===== src/rtl/coalesce_sequencer.sv =====
// Warp memory coalescing sequencer: it accepts one warp request, then issues one cache-line address per cycle.
// Optional build macro COALESCE_PERF_CNT_EN adds the saturating perf_lines/perf_warps counters.
module coalesce_sequencer #(
   parameter int NUM_THREADS = 8,
   parameter int LINE_BITS   = 5
) (
   input  logic                        clk,
   input  logic                        resetb,
   input  logic                        req_valid,
   output logic                        req_ready,
   input  logic                        req_MemRead,
   input  logic                        req_MemWrite,
   input  logic                        req_shared_global_bar,
   input  logic [2:0]                  req_warp_ID,
   input  logic [1:0]                  req_scb_ID,
   input  logic [4:0]                  req_reg_addr,
   input  logic [31:0]                 req_Instr,
   input  logic [NUM_THREADS-1:0]      req_PAM,
   input  logic [32*NUM_THREADS-1:0]   req_eff_addr,
   input  logic                        stall,
   output logic                        issue_valid,
   output logic [31-LINE_BITS:0]       addr_sel,
   output logic [NUM_THREADS-1:0]      issue_mask,
   output logic                        issue_last,
   output logic                        MemRead_o,
   output logic                        MemWrite_o,
   output logic                        shared_global_bar_o,
   output logic [2:0]                  warp_ID_o,
   output logic [1:0]                  scb_ID_o,
   output logic [4:0]                  reg_addr_o,
   output logic [31:0]                 Instr_o,
   output logic [NUM_THREADS-1:0]      PAM_o,
   output logic [32*NUM_THREADS-1:0]   eff_addr_o,
   output logic                        done
`ifdef COALESCE_PERF_CNT_EN
   ,
   output logic [15:0]                 perf_lines,
   output logic [15:0]                 perf_warps
`endif
);

   localparam int LINE_W   = 32 - LINE_BITS;
   localparam int LEADER_W = $clog2(NUM_THREADS);

   typedef enum logic {IDLE, ISSUE} state_t;

   state_t                           state_q, state_d;
   logic [NUM_THREADS-1:0]           pending_q, pending_d;
   logic                             done_q, done_d;
   logic                             capture;
   logic [LEADER_W-1:0]              leader;
   logic [NUM_THREADS-1:0][LINE_W-1:0] line_of;
   logic                             issue_fire;

   // Lowest-index pending thread leads; scanning downward lets the lowest set bit win.
   always_comb begin
      leader = '0;
      for (int i = NUM_THREADS - 1; i >= 0; i--) begin
         if (pending_q[i]) leader = LEADER_W'(i);
      end
   end

   always_comb begin
      for (int i = 0; i < NUM_THREADS; i++) begin
         line_of[i] = eff_addr_o[32*i+LINE_BITS +: LINE_W];
      end
   end

   assign issue_valid = (state_q == ISSUE);
   assign req_ready   = (state_q == IDLE);
   assign addr_sel    = issue_valid ? line_of[leader] : '0;
   assign issue_fire  = issue_valid && !stall;
   assign done        = done_q;

   // Every pending thread on the leader's line is served together, whatever its word offset.
   always_comb begin
      issue_mask = '0;
      for (int i = 0; i < NUM_THREADS; i++) begin
         issue_mask[i] = issue_valid && pending_q[i] && (line_of[i] == line_of[leader]);
      end
   end

   assign issue_last = issue_valid && ((pending_q & ~issue_mask) == '0);

   // NOTE: every signal driven here gets a default first, so no path can infer a latch.
   always_comb begin
      state_d   = state_q;
      pending_d = pending_q;
      done_d    = 1'b0;
      capture   = 1'b0;
      unique case (state_q)
         IDLE: begin
            if (req_valid) begin
               capture   = 1'b1;
               pending_d = req_PAM;
               if (req_PAM != '0) state_d = ISSUE;
               else               done_d  = 1'b1;
            end
         end
         ISSUE: begin
            if (issue_fire) begin
               pending_d = pending_q & ~issue_mask;
               if (issue_last) begin
                  state_d = IDLE;
                  done_d  = 1'b1;
               end
            end
         end
         default: state_d = IDLE;
      endcase
   end

   // NOTE: sequential state uses non-blocking assignments so all registers update from pre-edge values.
   always_ff @(posedge clk or negedge resetb) begin
      if (!resetb) begin
         state_q             <= IDLE;
         pending_q           <= '0;
         done_q              <= 1'b0;
         MemRead_o           <= 1'b0;
         MemWrite_o          <= 1'b0;
         shared_global_bar_o <= 1'b0;
         warp_ID_o           <= '0;
         scb_ID_o            <= '0;
         reg_addr_o          <= '0;
         Instr_o             <= '0;
         PAM_o               <= '0;
         // NOTE: the address capture is a plain register bank, so it is reset like the tags.
         eff_addr_o          <= '0;
      end else begin
         state_q   <= state_d;
         pending_q <= pending_d;
         done_q    <= done_d;
         if (capture) begin
            MemRead_o           <= req_MemRead;
            MemWrite_o          <= req_MemWrite;
            shared_global_bar_o <= req_shared_global_bar;
            warp_ID_o           <= req_warp_ID;
            scb_ID_o            <= req_scb_ID;
            reg_addr_o          <= req_reg_addr;
            Instr_o             <= req_Instr;
            PAM_o               <= req_PAM;
            eff_addr_o          <= req_eff_addr;
         end
      end
   end

`ifdef COALESCE_PERF_CNT_EN
   // Both counters stick at all-ones rather than wrapping.
   always_ff @(posedge clk or negedge resetb) begin
      if (!resetb) begin
         perf_lines <= '0;
         perf_warps <= '0;
      end else begin
         if (issue_fire && (perf_lines != 16'hFFFF)) perf_lines <= perf_lines + 16'd1;
         if (done_q && (perf_warps != 16'hFFFF))     perf_warps <= perf_warps + 16'd1;
      end
   end
`endif

endmodule


===== config.mk =====
export PLATFORM = sky130hd
export DESIGN_NAME = coalesce_sequencer
export DESIGN_NICKNAME = d
export VERILOG_FILES = /design/src/rtl/coalesce_sequencer.sv
export SDC_FILE = /design/constraint.sdc
export NUM_CORES = 1
export LEC_CHECK = 0
export ABC_AREA = 1
export BUFFER_PORTS_ARGS = -buffer_cell sky130_fd_sc_hd__buf_2
export CELL_PAD_IN_SITES_DETAIL_PLACEMENT = 1
export CELL_PAD_IN_SITES_GLOBAL_PLACEMENT = 2
export CORE_AREA = 2 2 255 257
export CTS_BUF_LIST = sky130_fd_sc_hd__clkbuf_8 sky130_fd_sc_hd__clkbuf_16
export CTS_CLUSTER_SIZE = 10
export DETAILED_ROUTE_END_ITERATION = 12
export DIE_AREA = 0 0 257 259
export PLACE_DENSITY = 0.92
export SLEW_MARGIN = 20
export SYNTH_ARGS = -nofsm -noshare
export SYNTH_HDL_FRONTEND = slang
export SYNTH_SLANG_ARGS = --single-unit

===== constraint.sdc =====
create_clock -name clk -period 8.8 [get_ports clk]
set_input_delay 1.76 -clock clk [delete_from_list [all_inputs] [get_ports clk]]
set_output_delay 1.76 -clock clk [all_outputs]
set_load 0.005 [all_outputs]

==> qor.csv, run 1 <==
stage;metric;value;unit
grt;grt_max_degree;211;
worst_setup_path;slowest_delay;0.74;ns
power;p_leak;0.0124;uW
clocking;cts_hold_buf;0;
routing;num_vias;20051;
worst_hold_path;whs_endpoint;eff_addr_o[100];
worst_setup_path;critPathRequiredTime;7.04;ns
worst_hold_path;min_path_cells;2;
clocking;cts_setup_buffers;0;
grt;grt_pass1_vias;20614;
die;dieArea;66600;um2
clocking;clk_latency;0.61;ns
routing;routed_via_density;5.01;
worst_setup_path;arrival;5.36;ns
finish;final_cells;4000;
die;ios;661;
clocking;cts_tree;yes;
synth;yosys.area_share.simple;39.6;%
finish;final_cell_mix;nand2_1 (1106), buf_2 (659), dfrtp_1 (319);
sta;drv_slew;0;
die;die_h;259;um
finish;mostFrequentLayoutCell;nand2_1;
grt;gr-usage-all-layers;29.2;%
power;p_per_area;514;nW/um2
synth;yosysTopAreaCellShare;45.1;%
synth;synth_cell_types;33;
sta;clock.fmax;140;MHz
die;core_region_area;63900;um2
synth;synth_area_leaders;dfrtp_1 (45%), nand2_1 (23%), nand3_1 (8.7%);
worst_setup_path;worstSetupEndpointType;output pin;
sta;min_period;7.12;ns
grt;grt_pass1_wl;143000;um
worst_setup_path;reg2reg_depth;26;
worst_setup_path;worstSetupStartpointType;flip-flop;
synth;synth-seq-cells;319;
worst_setup_path;r2r_slack;3.89;ns
sta;relSlewSlack;25.1;%
sta;rsz0062_at_grt;no;
clocking;cts-buffers-inserted;42;
clocking;root_buffer;clkbuf_16;
place;io_buffers;660;
synth;synth_nets;2840;
sta;fin_setup_tns;0;ns
die;initial_utilization;27.7;%
clocking;ctsResizeCount;0;
clocking;cts_max_path_buffers;3;
sta;skew;0.0363;ns
synth;synth_top_area_cell;dfrtp_1;
synth;muxShareOfSynthArea;0;%
outcome;status;completed;
finish;fin_nets;3429;
worst_hold_path;hp-start;eff_addr_o[100];
clocking;cts_num_sinks;319;
worst_setup_path;critical_path.most_common_cell;nand2_1;
synth;syn_area_per_cell;7.00;um2
worst_setup_path;r2r_start;pending_q[6];
run;maxCapViolations;0;
synth;synth_top_family_by_area;simple AND/OR/NAND/NOR gates;
sta;finalHoldViolCount;0;
worst_setup_path;slowest_stage;nand2_4;
routing;ant_nets;0;
sta;finalSetupViolCount;0;
sta;finalCritPeriodShare;80.9;%
place;dpl.cell_count;3926;
grt;antenna_found_initial;19;
place;place.gp.congestion;0.970;
routing;wl;99400;um
routing;dr.pass1.iters;5;
synth;synthCells;2527;
worst_hold_path;hp-class;reg2reg;
synth;yosys.area_share.xor_xnor;1.34;%
grt;gr-total-overflow;0;
clocking;htreeDepth;2;
synth;synth.cell_area;17700;um2
synth;ys_seq_area_share;45.1;%
sta;worstMarginPinSlew;1.12;ns
synth;synth_compound_area_share;6.53;%
clocking;cts.reportedPaths.clkPinSlew;0.06;ns
synth;synthAdderAreaFrac;0;%
finish;syn_to_final_growth;29.9;%
die;die_w;257;um
routing;routedWlPerCell;24.8;um
die;rows;93;
worst_setup_path;criticalPathCategory;reg2out;
finish;drive_above_1_share;26.0;%
place;place_hpwl;77100;um
synth;synth_warnings;0;
worst_setup_path;cp_max_fo;59;
routing;drc_errors;0;
routing;drt_iter0_drc;1646;
worst_setup_path;r2r-end;issue_valid;
power;irDropWorstVdd;0.163;mV
## Yosys cell counts
cell type	number
o211ai_1	2
nand3_4	1
o21ai_0	159
buf_4	14
a21oi_4	1
clkinv_2	1
xor2_1	13
o21bai_1	3
dfrtp_1	319
nand3_2	36
a21oi_1	16
nand2_4	7
nor4_1	2
nand2_2	17
xnor2_1	14
nor2_1	127
clkinv_1	1
buf_2	28
buf_1	3
nand3_1	309
nand3b_1	24
and2_1	1
inv_4	1
nand4_1	10
inv_2	18
a21oi_2	1
buf_6	5
clkbuf_1	78
inv_1	168
a221oi_1	2
o21ai_1	35
nand2_1	1107
o22ai_1	4
## cell families after synthesis
logic type	after synthesis
compound gates	223
buf+inv	317
xor+xnor	27
flops	319
simple gates	1641
## worst max path at each step
stage,from,to,cells after the start
after floorplan,pending_q[6],issue_last,21
after global routing,pending_q[6],issue_last,25
after detailed placement,pending_q[7],issue_last,24
after global placement,pending_q[7],issue_last,24
after CTS,pending_q[6],issue_last,25
final,pending_q[6],issue_last,25
## flip-flops by register name, summed over array words and instances (netlist names), 2 cells and up
| name | flops |
|---|---|
| scb_ID_o | 2 |
| pending_q | 8 |
| warp_ID_o | 3 |
| eff_addr_o | 256 |
| PAM_o | 8 |
| reg_addr_o | 5 |
| Instr_o | 32 |
## layout make-up
| type | count | area, um2 |
|---|---|---|
| antenna | 6 | 15.0 |
| clock buffer | 47 | 1120 |
| clock inverter | 20 | 216 |
| fill | 8218 | 40900 |
| inverter | 189 | 722 |
| multi-input combinational | 1891 | 8400 |
| sequential | 319 | 7980 |
| tap | 855 | 1070 |
| timing repair buffer | 673 | 3460 |
## worst max-delay path: cells and delay by family (launching register included)
kind,cells,cell delay (ns)
and+or+nand+nor,20,3.30
buffers and inverters,4,0.84
DFF,1,0.39
AOI/OAI and AO/OA,1,0.18
## power by group
group / total, uW / internal (uW) / switching, uW
logic: 6960 / 2170 / 4800
registers: 3120 / 2150 / 967
clock network: 1730 / 997 / 730
## metrics by stage
step / util (%) / setup slack [ns] / hold WS [ns] / power, uW / instance area, um2
3_5_place_dp: 33.8 / 2.39 / 0.460 / 9990 / 21600
2_1_floorplan: - / 4.70 / 0.472 / 6660 / 17700
5_1_grt: 36.0 / 1.40 / 0.491 / 12600 / 23000
4_1_cts: 35.9 / 1.71 / 0.476 / 11800 / 22900
6_report: 36.0 / 1.68 / 0.473 / 11800 / 23000
3_3_place_gp: 33.8 / 2.37 / 0.457 / 9920 / 21600
## per-layer routing
layer / GRT usage, % / wire [um]
met1: 35.2 / 39100
met2: 50.6 / 48300
met3: 7.96 / 8680
met4: 8.70 / 3080
met5: 0 / 134
No activity file was read; power rests on OpenSTA's default activity.
==> inputs of run 2 (changes only) <==
--- a/config.mk
+++ b/config.mk
@@ -9,12 +9,12 @@
 export BUFFER_PORTS_ARGS = -buffer_cell sky130_fd_sc_hd__buf_2
 export CELL_PAD_IN_SITES_DETAIL_PLACEMENT = 1
 export CELL_PAD_IN_SITES_GLOBAL_PLACEMENT = 2
-export CORE_AREA = 2 2 255 257
+export CORE_ASPECT_RATIO = 1.25
+export CORE_UTILIZATION = 24
 export CTS_BUF_LIST = sky130_fd_sc_hd__clkbuf_8 sky130_fd_sc_hd__clkbuf_16
 export CTS_CLUSTER_SIZE = 10
 export DETAILED_ROUTE_END_ITERATION = 12
-export DIE_AREA = 0 0 257 259
-export PLACE_DENSITY = 0.92
+export PLACE_DENSITY = 0.85
 export SLEW_MARGIN = 20
 export SYNTH_ARGS = -nofsm -noshare
 export SYNTH_HDL_FRONTEND = slang
==> constraint.sdc (replaced) <==
create_clock -name clk -period 5.82 [get_ports clk]
set_input_delay 1.164 -clock clk [delete_from_list [all_inputs] [get_ports clk]]
set_output_delay 1.164 -clock clk [all_outputs]
set_load 0.005 [all_outputs]
==> qor.csv, run 2 (synthesized netlist as in run 1, its figures left out) <==
stage;metric;value;unit
worst_setup_path;critPathRequiredTime;4.66;ns
routing;wl;103000;um
clocking;cts_tree;yes;
finish;largest_register_ff_count;256;
die;die_w;245;um
sta;finalHoldViolCount;0;
power;p_leak;0.0125;uW
worst_setup_path;worstSetupEndpointType;output pin;
power;power.internal;8010;uW
grt;gr-usage-all-layers;27.1;%
worst_setup_path;r2r-end;issue_valid;
worst_setup_path;cp_max_fo;29;
die;core_region_area;72500;um2
routing;drt_iter0_drc;1462;
sta;drv_slew;0;
clocking;cts-buffers-inserted;42;
die;die_h;306;um
worst_setup_path;r2r_start;pending_q[7];
worst_setup_path;r2r_slack;1.78;ns
place;place.gp.congestion;0.966;
sta;rsz0062_at_grt;no;
grt;grt_pass1_wl;146000;um
sta;skew;0.0187;ns
routing;routed_via_density;4.84;
clocking;cts.reportedPaths.clkPinSlew;0.06;ns
sta;worstMarginPinSlew;1.02;ns
die;ios;661;
die;rows;110;
sta;clock.fmax;178;MHz
grt;gr-total-overflow;0;
finish;final-seq-area;7980;um2
power;irDropWorstVdd;0.295;mV
clocking;clk_latency;0.59;ns
worst_hold_path;min_path_cells;2;
finish;drive_above_1_share;26.5;%
die;dieArea;74800;um2
grt;grt_max_degree;164;
power;pwr-share-clk;13.9;%
sta;fin_setup_tns;0;ns
die;initial_utilization;24.4;%
routing;routedWlPerCell;25.1;um
finish;mostFrequentLayoutCell;nand2_1;
finish;largestRegisters;eff_addr_o: 256 flops, Instr_o: 32 flops;
worst_setup_path;arrival;4.45;ns
worst_setup_path;worstSetupStartpointType;flip-flop;
power;switchingPower;9930;uW
worst_hold_path;hp-start;eff_addr_o[164];
finish;largest-register;eff_addr_o;
finish;fin_util;32.0;%
sta;finalSetupViolCount;0;
clocking;cts_max_path_buffers;3;
sta;min_period;5.61;ns
worst_setup_path;reg2reg_depth;20;
power;p_sw_share;55.3;%
finish;final.fill_count;9243;
outcome;status;completed;
routing;ant_nets;0;
power;p_per_area;773;nW/um2
finish;multi_input_area;8430;um2
clocking;cts_num_sinks;319;
power;combinationalPowerShare;59.6;%
place;io_buffers;660;
clocking;htreeDepth;2;
finish;final_cell_mix;nand2_1 (1102), buf_2 (659), dfrtp_1 (319);
run;maxCapViolations;0;
worst_hold_path;hp-class;reg2reg;
place;place_hpwl;81500;um
routing;dr.pass1.iters;5;
worst_setup_path;criticalPathCategory;reg2out;
grt;antenna_found_initial;21;
clocking;cts_hold_buf;0;
routing;num_vias;19872;
finish;fin_nets;3442;
grt;grt_pass1_vias;20373;
power;p_seq_share;26.5;%
sta;relSlewSlack;32.2;%
routing;drc_errors;0;
worst_hold_path;whs_endpoint;eff_addr_o[164];
sta;finalCritPeriodShare;96.4;%
clocking;root_buffer;clkbuf_16;
finish;syn_to_final_growth;31.2;%
## run 2: how the worst max path moves through the flow
stage,start,to,slack [ns],depth (start not counted)
finish,pending_q[7],issue_last,0.21,19
global route,pending_q[7],issue_last,0.04,19
CTS,pending_q[7],issue_last,0.08,19
detailed placement,pending_q[7],issue_last,0.73,19
global placement,pending_q[7],issue_last,0.74,20
floorplan,pending_q[6],issue_last,2.31,21
## run 2: cell type report
cell class	instances	area share (%)
Multi-Input combinational cell	1891	36.3
Sequential cell	319	34.4
Timing Repair Buffer	686	15.6
Tap cell	952	5.13
Clock buffer	50	5.05
Inverter	189	3.11
Clock inverter	13	0.329
Antenna cell	7	0.0754
## run 2: layer usage
layer  track usage [%]  wire, um  vias up
met5                 0       122        -
met3              5.85      7020      168
met4              9.46      3720       20
met1              30.5     38700     9739
met2              49.6     53600      752
li1                  -         -     9193
## run 2: worst max-delay path, stage by stage (launching register included)
cell     delay (ns)
dfrtp_1        0.40
inv_1          0.07
nand2_1        0.10
nand3_2        0.10
a21oi_4        0.17
buf_4          0.37
buf_6          0.36
nand3_1        0.18
nand3_2        0.20
nand2_2        0.21
xor2_1         0.20
nor2_1         0.29
nand3_1        0.20
nor2_1         0.16
nand2_1        0.12
nand2_1        0.08
nand2_1        0.06
nor2_1         0.22
and2_1         0.16
buf_2          0.14
## run 2: power groups by stage
| stage | clock network [uW] | logic [uW] | registers (uW) |
|---|---|---|---|
| 2_1_floorplan | 0 | 5920 | 4150 |
| 3_3_place_gp | 0 | 10500 | 4790 |
| 3_5_place_dp | 0 | 10600 | 4790 |
| 4_1_cts | 2570 | 10700 | 4780 |
| 5_1_grt | 2630 | 11600 | 4870 |
| 6_report | 2490 | 10700 | 4750 |
## run 2: repair_timing
action	CTS	global route
buffers inserted	0	0
resized for setup	0	8
endpoints found under the setup margin	0	1
## run 2: metrics by stage
stage                     power, uW  std cells  area (um2)  hold slack (ns)  setup slack (ns)
after floorplan               10100       2527       17700            0.472              2.31
after global placement        15300       4037       21900            0.458             0.741
after detailed placement      15400       4037       21900            0.462             0.728
after CTS                     18000       4100       23200            0.478            0.0833
after global routing          19100       4103       23200            0.492            0.0423
final                         17900       4107       23200            0.474             0.210
